$ cat src/rtl/vga_pkg.sv
// Shared 640x480@60 timing constants and sync polarities for the VGA output path.
// Renderers and the VGA wrapper import these so every stage agrees on the frame geometry.
package vga_pkg;

  localparam int H_ACTIVE = 640;
  localparam int H_FP     = 16;
  localparam int H_SYNC   = 96;
  localparam int H_BP     = 48;
  localparam int V_ACTIVE = 480;
  localparam int V_FP     = 10;
  localparam int V_SYNC   = 2;
  localparam int V_BP     = 33;

  localparam int H_TOTAL = H_ACTIVE + H_FP + H_SYNC + H_BP;
  localparam int V_TOTAL = V_ACTIVE + V_FP + V_SYNC + V_BP;

  localparam logic HS_POL = 1'b0;
  localparam logic VS_POL = 1'b0;

  // Bits needed to hold 0..total-1.
  function automatic int cnt_bits(input int total);
    return (total <= 2) ? 1 : $clog2(total);
  endfunction

  typedef struct packed {
    logic hs;
    logic vs;
    logic de;
  } sync_t;

endpackage

$ cat src/rtl/vga_delay_line.sv
// Enable-gated shift register of depth D with a per-bit reset value.
// D=0 collapses to a plain wire.
module vga_delay_line #(
  parameter int             W       = 1,
  parameter int             D       = 0,
  parameter logic [W-1:0]   RST_VAL = '0
) (
  input  logic         csi_clk50,
  input  logic         csi_reset,
  input  logic         en,
  input  logic [W-1:0] din,
  output logic [W-1:0] dout
);

  generate
    if (D == 0) begin : g_wire
      logic wire_unused;
      assign wire_unused = ^{csi_clk50, csi_reset, en};
      assign dout        = din;
    end else begin : g_pipe
      logic [W-1:0] stage_reg [D];

      always_ff @(posedge csi_clk50 or posedge csi_reset) begin
        if (csi_reset) begin
          for (int i = 0; i < D; i++) stage_reg[i] <= RST_VAL;
        end else if (en) begin
          stage_reg[0] <= din;
          for (int i = 1; i < D; i++) stage_reg[i] <= stage_reg[i-1];
        end
      end

      assign dout = stage_reg[D-1];
    end
  endgenerate

endmodule

$ cat src/rtl/vga_timing.sv
// VGA timing generator: pixel strobe at half the system clock, h/v counters,
// blanking decode, and sync/data-enable delayed to match the renderer's RGB pipeline.
module vga_timing
  import vga_pkg::*;
#(
  parameter int   H_ACTIVE   = vga_pkg::H_ACTIVE,
  parameter int   H_FP       = vga_pkg::H_FP,
  parameter int   H_SYNC     = vga_pkg::H_SYNC,
  parameter int   H_BP       = vga_pkg::H_BP,
  parameter int   V_ACTIVE   = vga_pkg::V_ACTIVE,
  parameter int   V_FP       = vga_pkg::V_FP,
  parameter int   V_SYNC     = vga_pkg::V_SYNC,
  parameter int   V_BP       = vga_pkg::V_BP,
  parameter logic HS_POL     = vga_pkg::HS_POL,
  parameter logic VS_POL     = vga_pkg::VS_POL,
  parameter int   SYNC_DELAY = 2,
  parameter int   X_BITS     = 10,
  parameter int   Y_BITS     = 10
) (
  input  logic              csi_clk50,
  input  logic              csi_reset,
  output logic              coe_pix_en,
  output logic [X_BITS-1:0] coe_x,
  output logic [Y_BITS-1:0] coe_y,
  output logic              coe_active,
  output logic              coe_line_start,
  output logic              coe_frame_start,
  output logic              coe_hsync,
  output logic              coe_vsync,
  output logic              coe_de
);

  localparam int H_TOT = H_ACTIVE + H_FP + H_SYNC + H_BP;
  localparam int V_TOT = V_ACTIVE + V_FP + V_SYNC + V_BP;
  localparam int HW    = cnt_bits(H_TOT);
  localparam int VW    = cnt_bits(V_TOT);

  localparam logic [HW-1:0] H_LAST   = HW'(H_TOT - 1);
  localparam logic [HW-1:0] H_ACT_C  = HW'(H_ACTIVE);
  localparam logic [HW-1:0] H_SS     = HW'(H_ACTIVE + H_FP);
  localparam logic [HW-1:0] H_SE     = HW'(H_ACTIVE + H_FP + H_SYNC - 1);
  localparam logic [VW-1:0] V_LAST   = VW'(V_TOT - 1);
  localparam logic [VW-1:0] V_ACT_C  = VW'(V_ACTIVE);
  localparam logic [VW-1:0] V_SS     = VW'(V_ACTIVE + V_FP);
  localparam logic [VW-1:0] V_SE     = VW'(V_ACTIVE + V_FP + V_SYNC - 1);

  logic          pix_en_reg;
  logic [HW-1:0] hc_reg, hc_next;
  logic [VW-1:0] vc_reg, vc_next;
  logic          act;
  sync_t         raw_sync, dly_sync;

  always_ff @(posedge csi_clk50 or posedge csi_reset) begin
    if (csi_reset) begin
      pix_en_reg <= 1'b0;
      hc_reg     <= '0;
      vc_reg     <= '0;
    end else begin
      pix_en_reg <= ~pix_en_reg;
      hc_reg     <= hc_next;
      vc_reg     <= vc_next;
    end
  end

  always_comb begin
    hc_next = hc_reg;
    vc_next = vc_reg;
    if (pix_en_reg) begin
      if (hc_reg == H_LAST) begin
        hc_next = '0;
        vc_next = (vc_reg == V_LAST) ? '0 : vc_reg + 1'b1;
      end else begin
        hc_next = hc_reg + 1'b1;
      end
    end
  end

  assign act = (hc_reg < H_ACT_C) && (vc_reg < V_ACT_C);

  always_comb begin
    raw_sync    = '0;
    raw_sync.hs = (hc_reg >= H_SS && hc_reg <= H_SE) ? HS_POL : ~HS_POL;
    raw_sync.vs = (vc_reg >= V_SS && vc_reg <= V_SE) ? VS_POL : ~VS_POL;
    raw_sync.de = act;
  end

  // Stages advance once per pixel slot so the lag is SYNC_DELAY pixels, not clocks.
  vga_delay_line #(
    .W       (3),
    .D       (SYNC_DELAY),
    .RST_VAL ({~HS_POL, ~VS_POL, 1'b0})
  ) u_delay (
    .csi_clk50 (csi_clk50),
    .csi_reset (csi_reset),
    .en        (pix_en_reg),
    .din       (raw_sync),
    .dout      (dly_sync)
  );

  assign coe_pix_en      = pix_en_reg;
  assign coe_x           = X_BITS'(hc_reg);
  assign coe_y           = Y_BITS'(vc_reg);
  assign coe_active      = act;
  assign coe_line_start  = pix_en_reg && (hc_reg == '0) && (vc_reg < V_ACT_C);
  assign coe_frame_start = pix_en_reg && (hc_reg == '0) && (vc_reg == '0);
  assign coe_hsync       = dly_sync.hs;
  assign coe_vsync       = dly_sync.vs;
  assign coe_de          = dly_sync.de;

endmodule
$ cat config.mk
export PLATFORM = sky130hd
export DESIGN_NAME = vga_timing
export DESIGN_NICKNAME = d
export VERILOG_FILES = /design/src/rtl/vga_pkg.sv /design/src/rtl/vga_delay_line.sv /design/src/rtl/vga_timing.sv
export SDC_FILE = /design/constraint.sdc
export NUM_CORES = 1
export LEC_CHECK = 0
export CORE_ASPECT_RATIO = 0.5
export CORE_UTILIZATION = 46
export CTS_BUF_LIST = sky130_fd_sc_hd__clkbuf_4 sky130_fd_sc_hd__clkbuf_8
export DETAILED_ROUTE_END_ITERATION = 10
export HOLD_SLACK_MARGIN = 0.03
export PLACE_DENSITY = 0.73
export SLEW_MARGIN = 0
export SYNTH_ARGS = -nofsm -noshare
export SYNTH_HDL_FRONTEND = slang
export SYNTH_SLANG_ARGS = --single-unit
export TNS_END_PERCENT = 50
$ cat constraint.sdc
create_clock -name csi_clk50 -period 2.3 [get_ports csi_clk50]
set_input_delay 0.69 -clock csi_clk50 [delete_from_list [all_inputs] [get_ports csi_clk50]]
set_output_delay 0.69 -clock csi_clk50 [all_outputs]
set_load 0.02 [all_outputs]
==> results_dict.tcl <==
set metrics [dict create \
    fp.dieW_um 80.0 \
    cts_tree "done" \
    utilization_pct 73.6 \
    die-area_mm2 0.00328 \
    finalSetupViolCount 0 \
    p_leak_nw 0.911 \
    synth_area_mm2 0.00140 \
    fillers 210 \
    clockBufferDepth 2 \
    yosysSeqAreaShare_pct 48.7 \
    yosys-top-cells-area "dfrtp_1 41%, dfstp_2 7.5%, ha_1 4.5%" \
    globalplace.congestion 0.829 \
    synth_seq_cells 27 \
    pwr_density_cell_mw_per_mm2 378 \
    yosysWarnings 0 \
    area_delta_synth_final_pct 43.7 \
    slew_violations 0 \
    worst_pin_slew_ns 0.347 \
    critical_path_arrival_ns 1.61 \
    finalHoldWorstSlack_ns 0.495 \
    final_layout_size_suffix_gt1_share_pct 26.6 \
    antenna_found_initial 0 \
    via_per_inst 5.23 \
    startpoint_type "flop" \
    drtPass1Iterations 4 \
    fin_crit_ns 2.30 \
    worstSetupPathType "flop to output pin" \
    dp_hpwl_um 2460 \
    ys_types 33 \
    die_h_um 41.0 \
    ios 29 \
    core-area_mm2 0.00273 \
    yosysTopAreaCellShare_pct 41.1 \
    wl_per_cell_um 13.8 \
    start_util_pct 51.2 \
    fin_tns_setup_ns 0 \
    max_slew_margin_pct 76.9 \
    synth_nets 151 \
    rows 13 \
    yosys.area.top_type "dfrtp_1" \
    rsz0062_at_grt "yes" \
    max_cap_viol_count 0 \
    cts-root-buf "clkbuf_8" \
    routed-via-count 1256 \
    cts-hold-fix-buffers 0 \
    avgSynthCellArea_um2 9.71 \
    first_iter_violations 77 \
    clkTransAtPathRegs_ns 0.10 \
    cp_data_required_time_ns 1.61 \
    seq_area_um2 681 \
    numCtsBuffers 3 \
    cp_max_fo 2 \
    grt_pass1_vias 1166 \
    fmax_mhz 435 \
    hold_class "flop to flop" \
    final_cell_area_mm2 0.00201 \
    groute.usage.overall_pct 23.3 \
    io_buffers 28 \
    cts.sinks 27 \
    grt_max_degree 28 \
    end_kind "output pin" \
    h-tree-depth 1 \
    grt-ovfl-total 0 \
    drt-total-wl_um 3300 \
    grt_pass1_wl_um 5490 \
    clock_latency_ns 0.27 \
    finalCritPeriodShare_pct 100 \
    antennaDiodeCount 0 \
    layout.nets 211 \
    hold_violations 0 \
    route.detailed.drc 0 \
    clock_skew_ns 0.00261 \
    outcome "complete, no violations" \
    peakVddDrop_mv 0.277 \
    multi_input_area_um2 704 \
    postRouteAntennaNets 0 \
    postSynthCellCount 144 \
    placed_area_mm2 0.00193 \
]
-- cell usage in the layout (no fill, tap or decap), types with 2 or more instances in the layout --
master / netlist / routed
a21oi_1: 2 / 2
a31oi_1: 2 / 2
and3_1: 4 / 4
and4_1: 2 / 2
buf_4: 0 / 32
clkbuf_8: 0 / 3
clkdlybuf4s50_1: 0 / 25
dfrtp_1: 23 / 23
dfstp_2: 4 / 4
ha_1: 5 / 5
inv_1: 7 / 5
inv_2: 0 / 2
mux2_2: 4 / 4
nand2_1: 16 / 16
nand3_1: 10 / 10
nand4_1: 4 / 4
nor2_1: 9 / 9
nor3_1: 5 / 4
nor3_2: 1 / 2
nor4_1: 5 / 3
nor4_2: 0 / 2
o211ai_1: 2 / 2
o21a_1: 2 / 2
o21ai_0: 12 / 12
or3_1: 3 / 3
xnor2_1: 4 / 4
xor2_1: 6 / 6
-- cell families (layout without fill, tap and decap cells) --
| logic type | after synthesis | after routing | synth area share (%) |
|---|---|---|---|
| AOI/OAI and AO/OA | 20 | 20 | 8.05 |
| and+or+nand+nor | 67 | 67 | 26.1 |
| muxes | 4 | 4 | 3.22 |
| buffers and inverters | 11 | 70 | 3.22 |
| adders and majority gates | 5 | 5 | 4.47 |
| DFF | 27 | 27 | 48.7 |
| xor gates and xnor gates | 10 | 10 | 6.26 |
-- critical path, stage by stage (launching register included) --
cell and delay (ns):
dfrtp_1 0.40, nor4_1 0.31, nand4_1 0.20, nor4_2 0.25
buf_4 0.18
-- area by class of cell --
| cell class | count | share of cell area [%] |
|---|---|---|
| inverter | 7 | 1.31 |
| clock inverter | 1 | 0.249 |
| multi-input combinational | 106 | 35.0 |
| clock buffer | 3 | 2.05 |
| timing repair buffer | 59 | 25.2 |
| sequential | 27 | 33.9 |
| tap | 37 | 2.30 |
-- repair_timing --
item,CTS,global route
gates resized for setup,15,4
endpoints found under the hold margin,0,0
pin swaps,2,0
setup endpoints to repair,3,3
buffers inserted,2,0
-- worst paths after layout --
kind / from / slack (ns) / cells after the start / end
worst max register to register: coe_x[0] / 0.44 / 7 / coe_y[5]
max in group asynchronous: csi_reset / 1.21 / 3 / u_delay.g_pipe.stage_reg[4]
worst min-delay path: u_delay.g_pipe.stage_reg[5] / 0.50 / 2 / u_delay.g_pipe.stage_reg[5]
min in group asynchronous: csi_reset / 0.78 / 3 / coe_y[0]
worst min register to register: u_delay.g_pipe.stage_reg[5] / 0.50 / 2 / u_delay.g_pipe.stage_reg[5]
worst max-delay path: coe_x[5] / 0.0002 / 4 / coe_frame_start
-- synthesized netlist by cell type (all sizes together) --
cell type and instances:
nor2 9, nor4b 1, nand4 4, o21ai 12
clkbuf 2, and2 1, ha 5, nor3 6
nand3b 1, buf 2, a21oi 2, nand2 16
and4b 1, or3 3, nor3b 1, dfrtp 23
xor2 6, inv 7, nand2b 1, and4 2
a31oi 2, o211ai 2, dfstp 4, or4 1
o21a 2, and3 4, mux2 4, nor4 5
and3b 1, xnor2 4, nand3 10
-- layer usage --
| metal | part of all wire (%) | vias to the layer above | global-route usage (%) |
|---|---|---|---|
| li1 | - | 630 | - |
| met1 | 50 | 587 | 31.2 |
| met2 | 44 | 37 | 41.7 |
| met3 | 5.5 | 2 | 4.00 |
| met4 | 0.64 | 0 | 4.02 |
| met5 | 0 | - | 0 |
-- stage by stage --
step	power (mW)	instances	setup WS, ns
floorplan	0.491	144	0.0124
global placement	0.496	234	-0.191
detailed placement	0.497	234	-0.254
CTS	0.769	240	0.00125
global route	0.785	240	-0.0756
finish	0.761	240	0.000160
-- power by group --
part / leakage [nW] / total (mW) / switching (mW) / internal, mW
Sequential: 0.339 / 0.475 / 0 / 0.475
Combinational: 0.547 / 0.0122 / 0.00944 / 0.00273
Clock: 0.0255 / 0.274 / 0.153 / 0.121
Total: 0.911 / 0.761 / 0.162 / 0.599
Note: power is estimated with default switching activity, not from simulation.
